$ cat src/rtl/mult_accum_pkg.sv
// -----------------------------------------------------------------------------
// mult_accum_pkg
// Shared definitions for the Q16.16 multiply-accumulate datapath:
//   - Q16.16 fixed-point constants
//   - state encoding for the accumulator controller
// No ports (package).
// -----------------------------------------------------------------------------
package mult_accum_pkg;

  // Q16.16 fixed-point format
  localparam int          FRAC_BITS = 16;
  localparam logic [31:0] FIX_ONE   = 32'h0001_0000;
  localparam logic [31:0] FIX_MAX   = 32'hFFFF_FFFF;

  // Controller state encoding
  localparam logic [1:0] IDLE_ENC  = 2'd0;
  localparam logic [1:0] ACCUM_ENC = 2'd1;
  localparam logic [1:0] FINAL_ENC = 2'd2;

  typedef enum logic [1:0] {
    IDLE  = IDLE_ENC,
    ACCUM = ACCUM_ENC,
    FINAL = FINAL_ENC
  } state_t;

endpackage : mult_accum_pkg

$ cat src/rtl/mult_accum_sat_trunc.sv
// -----------------------------------------------------------------------------
// sat_trunc
// Combinational saturating truncation of an unsigned ACC_W-bit Q(ACC_W-16).16
// value down to unsigned Q16.16. Any set bit above bit 31 means the value does
// not fit, in which case the output clamps to FIX_MAX.
// Ports:
//   i_acc  in   ACC_W  wide unsigned value (low 16 bits are fraction)
//   o_sum  out  32     saturated Q16.16 result
//   o_sat  out  1      high when saturation occurred
// -----------------------------------------------------------------------------
module sat_trunc
  import mult_accum_pkg::*;
#(
  parameter int ACC_W = 40
) (
  input  logic [ACC_W-1:0] i_acc,
  output logic [31:0]      o_sum,
  output logic             o_sat
);

  logic w_sat;

  // "Greater than 32'hFFFF_FFFF" is the same as any upper bit being set.
  assign w_sat = |i_acc[ACC_W-1:32];
  assign o_sat = w_sat;
  assign o_sum = w_sat ? FIX_MAX : i_acc[31:0];

endmodule : sat_trunc

$ cat src/rtl/mult_accum.sv
// -----------------------------------------------------------------------------
// mult_accum
// Accumulates a programmed number of unsigned Q16.16 products (streamed in
// over a valid/ready handshake) into a wide accumulator, then reports the
// saturated Q16.16 sum with a one-cycle done pulse.
// Ports:
//   clk         in   1      rising-edge clock
//   reset       in   1      synchronous, active-high reset
//   start       in   1      begin a new accumulation (sampled only in IDLE)
//   len         in   LEN_W  number of products to accumulate (sampled with start)
//   prod_valid  in   1      prod carries a valid product
//   prod        in   32     unsigned Q16.16 product
//   prod_ready  out  1      product accepted this cycle when prod_valid is high
//   busy        out  1      high in any state other than IDLE
//   done        out  1      one-cycle pulse; sum/overflow valid
//   sum         out  32     saturated unsigned Q16.16 result (held until next run ends)
//   overflow    out  1      accumulator exceeded 32'hFFFF_FFFF in the last run
// -----------------------------------------------------------------------------
module mult_accum
  import mult_accum_pkg::*;
#(
  parameter int ACC_W = 40,  // must be >= 33; with LEN_W = 8 no internal wrap
  parameter int LEN_W = 8
) (
  input  logic             clk,
  input  logic             reset,
  input  logic             start,
  input  logic [LEN_W-1:0] len,
  input  logic             prod_valid,
  input  logic [31:0]      prod,
  output logic             prod_ready,
  output logic             busy,
  output logic             done,
  output logic [31:0]      sum,
  output logic             overflow
);

  state_t           r_state;
  logic [ACC_W-1:0] r_acc;
  logic [LEN_W-1:0] r_cnt;
  logic [LEN_W-1:0] r_len;
  logic [31:0]      r_sum;
  logic             r_ovf;
  logic             r_done;

  logic             w_ready;
  logic [LEN_W-1:0] w_cnt_next;
  logic [ACC_W-1:0] w_prod_ext;
  logic [31:0]      w_sat_sum;
  logic             w_sat;

  // Ready depends on state only, so a source may sample it before deciding
  // to raise prod_valid without creating a combinational loop.
  assign w_ready    = (r_state == ACCUM);
  assign w_cnt_next = r_cnt + LEN_W'(1);
  assign w_prod_ext = {{(ACC_W-32){1'b0}}, prod};

  sat_trunc #(
    .ACC_W (ACC_W)
  ) u_sat_trunc (
    .i_acc (r_acc),
    .o_sum (w_sat_sum),
    .o_sat (w_sat)
  );

  // NOTE: every register here is written with <= so all state updates see
  // the pre-edge values, regardless of statement order.
  always_ff @(posedge clk) begin
    if (reset) begin
      r_state <= IDLE;
      r_acc   <= '0;
      r_cnt   <= '0;
      r_len   <= '0;
      r_sum   <= '0;
      r_ovf   <= 1'b0;
      r_done  <= 1'b0;
    end else begin
      r_done <= 1'b0;  // pulse: only the FINAL branch raises it
      unique case (r_state)
        IDLE: begin
          if (start) begin
            r_acc   <= '0;
            r_cnt   <= '0;
            r_len   <= len;
            // A zero-length job skips straight to reporting an empty sum.
            r_state <= (len == '0) ? FINAL : ACCUM;
          end
        end
        ACCUM: begin
          if (prod_valid) begin
            r_acc <= r_acc + w_prod_ext;
            r_cnt <= w_cnt_next;
            if (w_cnt_next == r_len) begin
              r_state <= FINAL;
            end
          end
        end
        FINAL: begin
          r_sum   <= w_sat_sum;
          r_ovf   <= w_sat;
          r_done  <= 1'b1;
          r_state <= IDLE;
        end
        default: r_state <= IDLE;
      endcase
    end
  end

  assign prod_ready = w_ready;
  assign busy       = (r_state != IDLE);
  assign done       = r_done;
  assign sum        = r_sum;
  assign overflow   = r_ovf;

endmodule : mult_accum
$ cat config.mk
export PLATFORM = sky130hd
export DESIGN_NAME = mult_accum
export DESIGN_NICKNAME = d
export VERILOG_FILES = /design/src/rtl/mult_accum_pkg.sv /design/src/rtl/mult_accum_sat_trunc.sv /design/src/rtl/mult_accum.sv
export SDC_FILE = /design/constraint.sdc
export NUM_CORES = 1
export LEC_CHECK = 0
export BUFFER_PORTS_ARGS = -buffer_cell sky130_fd_sc_hd__buf_4
export CORE_ASPECT_RATIO = 0.8
export CORE_UTILIZATION = 42
export CTS_BUF_LIST = sky130_fd_sc_hd__clkbuf_2 sky130_fd_sc_hd__clkbuf_4 sky130_fd_sc_hd__clkbuf_8
export CTS_CLUSTER_DIAMETER = 50
export DETAILED_ROUTE_END_ITERATION = 8
export PLACE_DENSITY_LB_ADDON = 0.3
export REMOVE_ABC_BUFFERS = 1
export SLEW_MARGIN = 20
export SYNTH_ARGS = -nofsm -noshare
export SYNTH_HDL_FRONTEND = slang
export SYNTH_SLANG_ARGS = --single-unit
export TNS_END_PERCENT = 50
$ cat constraint.sdc
create_clock -name clk -period 7.6 [get_ports clk]
set_input_delay 1.52 -clock clk [delete_from_list [all_inputs] [get_ports clk]]
set_output_delay 1.52 -clock clk [all_outputs]
set_load 0.05 [all_outputs]
==> results.cfg <==
[detailed_routing]
viasPerCell = 5.508
vias = 5062
wirelength_um = 13550
drc_errors = 0
drtAntennaViolNets = 0
drt_first_pass_iters = 5
post_drt_wl_per_cell_um = 14.75
first_iter_violations = 335

[cts]
numCtsBuffers = 9
cts_setup_buffers = 0
cts_sinks = 92
root_buffer = clkbuf_8
worstSkewPairLatency_ns = 0.38
clk_pin_slew_worst_paths_ns = 0.08
cts_resized = 0
cts_tree = yes
clk_path_buf_depth = 2
cts_hold_buf = 0
cts_max_level = 3

[cells_and_area]
syn2layout_area_growth_pct = 16.09
drive_gt1_share_pct = 15.24
fill_cells = 1205
antenna_cells = 0
fin_nets = 821

[sta]
final.period_utilization_pct = 50.61
slew_headroom_pct = 32.93
final.min_clock_period_ns = 3.847
whs_ns = 0.4739
setup_viol = 0
rsz0062_at_grt = no
max_freq_ghz = 0.2600
hold_viol_final = 0
finalMaxSlewViolations = 0
tns_ns = 0
worst-slew-pin-transition_ns = 1.002
fin_worst_skew_ns = 0.008495

[pwr]
power_frac_comb_pct = 35.4
netSwitchingFraction_pct = 37.58
p_leak_nw = 2.697
p_per_area_mw_per_mm2 = 226.3
seqPwrFrac_pct = 39.9
power_frac_clock_pct = 24.7
internal_power_w = 0.0008763
power.switching_w = 0.0005277
irDropWorstVdd_v = 0.00009854

[floorplan]
die_h_um = 102.9
die_w_um = 128.1
ios = 80
fp.dieArea_mm2 = 0.01318
core_mm2 = 0.01230
rows = 36
initial_core_util_pct = 43.46

[grt]
grt_pass1_wl_um = 22240
grt_pass1_vias = 4531
track_usage_pct = 21.24
grt.overflow.total = 0
grt_max_degree = 69
antenna_found_initial = 0

[worst_setup_path]
path_cells = buf_4 -> ha_1 -> fa_1 -> a21o_1 -> nand4_1 -> a21o_1 -> a31oi_2 -> a221o_1 -> o31ai_4 -> nor3_2 -> a311o_1
cp-end-kind = register
cp.arrival_ns = 4.11
cp_common_cell = a21o_1
critPathKind = in -> reg
crit_slowest_cell = a221o_1
cp-start-kind = primary input
max_stage_delay_ns = 0.43
crit_required_ns = 7.86
critical_path.top_delay_family = compound AO/OA/AOI/OAI gates
worst-path-max-fanout = 8
crit_buf_inv = 1

[place]
routabilityCongestion = 0.9011
hpwlAfterDp_um = 9672
io_buffers = 79

[synthesis]
async_flop_share_pct = 0
ys_seq_elements = 92
synth_area_leaders = dfxtp_1, nor2_1, ha_1
synth_top_area_share_pct = 34.46
synth.avg_cell_area_um2 = 7.734
synth-edff-count = 0
synth_cells = 691
yosysMostFrequentCell = nor2_1
yosys_warnings = 0
ys_top_cells_by_count = nor2_1, dfxtp_1, nand2_1
synth-main-ff-cell = dfxtp_1
syn_area_mm2 = 0.005344
synth_largest_area_cell = dfxtp_1
seq_area_frac_synth_pct = 34.46
synth.distinct_cells = 59

[job]
drv_cap = 0

[min_path]
hold_path_class = reg -> reg

[run_status]
status = finished clean
-- kinds of logic after synthesis --
group           count (synthesis)  share of synthesized area [%]
fa+ha+maj                      34                          8.101
simple gates                  285                          23.93
xor+xnor                       39                          6.392
buf+inv                        50                          4.050
flops                          92                          34.47
compound gates                189                          22.69
mux                             2                         0.3746
-- metrics by stage --
stage                     cells  cell area, um^2  power (W)  setup slack, ns  util (%)
after floorplan             649             5157  0.0009220            3.732         -
after global placement      903             5997   0.001051            3.414     48.77
after detailed placement    903             5997   0.001061            3.368     48.77
after CTS                   919             6203   0.001411            3.743     50.45
after global routing        919             6203   0.001493            3.579     50.45
final                       919             6203   0.001404            3.753     50.45
-- path summary, 6_finish.rpt --
| kind | start | to | slack [ns] | cells past startpoint |
|---|---|---|---|---|
| min | r_len[7] | r_len[7] | 0.47 | 2 |
| max reg2reg | r_acc[0] | r_acc[38] | 4.68 | 10 |
| min reg2reg | r_len[7] | r_len[7] | 0.47 | 2 |
| max | prod[0] | r_acc[38] | 3.75 | 11 |
-- tightest hold or removal path: cells and delay by family (launching register included) --
kind	cells	cell delay, ns
flops	1	0.33
simple gates	1	0.06
compound gates	1	0.05
-- registers in the layout (all words and copies together), names as in the netlist --
register and count:
r_acc 40, sum 32, r_cnt 8, r_len 8, r_state 2, done 1
overflow 1
-- cell type report --
| type | count | area [um^2] | share of cell area, % |
|---|---|---|---|
| inverter | 8 | 30.03 | 0.4841 |
| multi-input combinational | 549 | 3288 | 53.01 |
| clock buffer | 13 | 160.2 | 2.582 |
| timing repair buffer | 83 | 623.1 | 10.04 |
| sequential | 92 | 1842 | 29.69 |
| clock inverter | 3 | 46.29 | 0.7463 |
| tap | 171 | 214.0 | 3.449 |
-- routing by layer --
metal	vias to the layer above	global-route usage [%]	wire (um)
li1	2563	-	-
met1	2323	29.54	6654
met2	160	33.70	5934
met3	16	4.255	780
met4	0	5.520	183
met5	-	0	0
-- layout by cell type (no fill, tap or decap), drive strengths merged, types with 3 or more instances in the layout --
| cell | netlist | layout |
|---|---|---|
| a211o | 3 | 3 |
| a211oi | 7 | 7 |
| a21o | 11 | 11 |
| a21oi | 62 | 62 |
| a22oi | 14 | 14 |
| a31oi | 11 | 11 |
| a41o | 4 | 4 |
| and3 | 8 | 8 |
| buf | 7 | 83 |
| clkbuf | 35 | 13 |
| dfxtp | 92 | 92 |
| ha | 33 | 33 |
| inv | 8 | 8 |
| nand2 | 68 | 68 |
| nand2b | 4 | 4 |
| nand3 | 19 | 19 |
| nand4 | 11 | 11 |
| nor2 | 120 | 120 |
| nor2b | 3 | 3 |
| nor3 | 37 | 37 |
| nor4 | 5 | 5 |
| o211ai | 4 | 4 |
| o21ai | 50 | 50 |
| o21bai | 5 | 5 |
| o311ai | 3 | 3 |
| o31ai | 3 | 3 |
| xnor2 | 22 | 22 |
| xor2 | 17 | 17 |
-- power groups by stage --
stage / Sequential [W] / Combinational, W / Clock [W]
global route: 0.000567 / 0.000548 / 0.000379
detailed placement: 0.000571 / 0.000490 / 0
finish: 0.000560 / 0.000497 / 0.000347
CTS: 0.000560 / 0.000494 / 0.000357
global placement: 0.000569 / 0.000482 / 0
floorplan: 0.000606 / 0.000316 / 0
No activity file was read; power rests on OpenSTA's default activity.
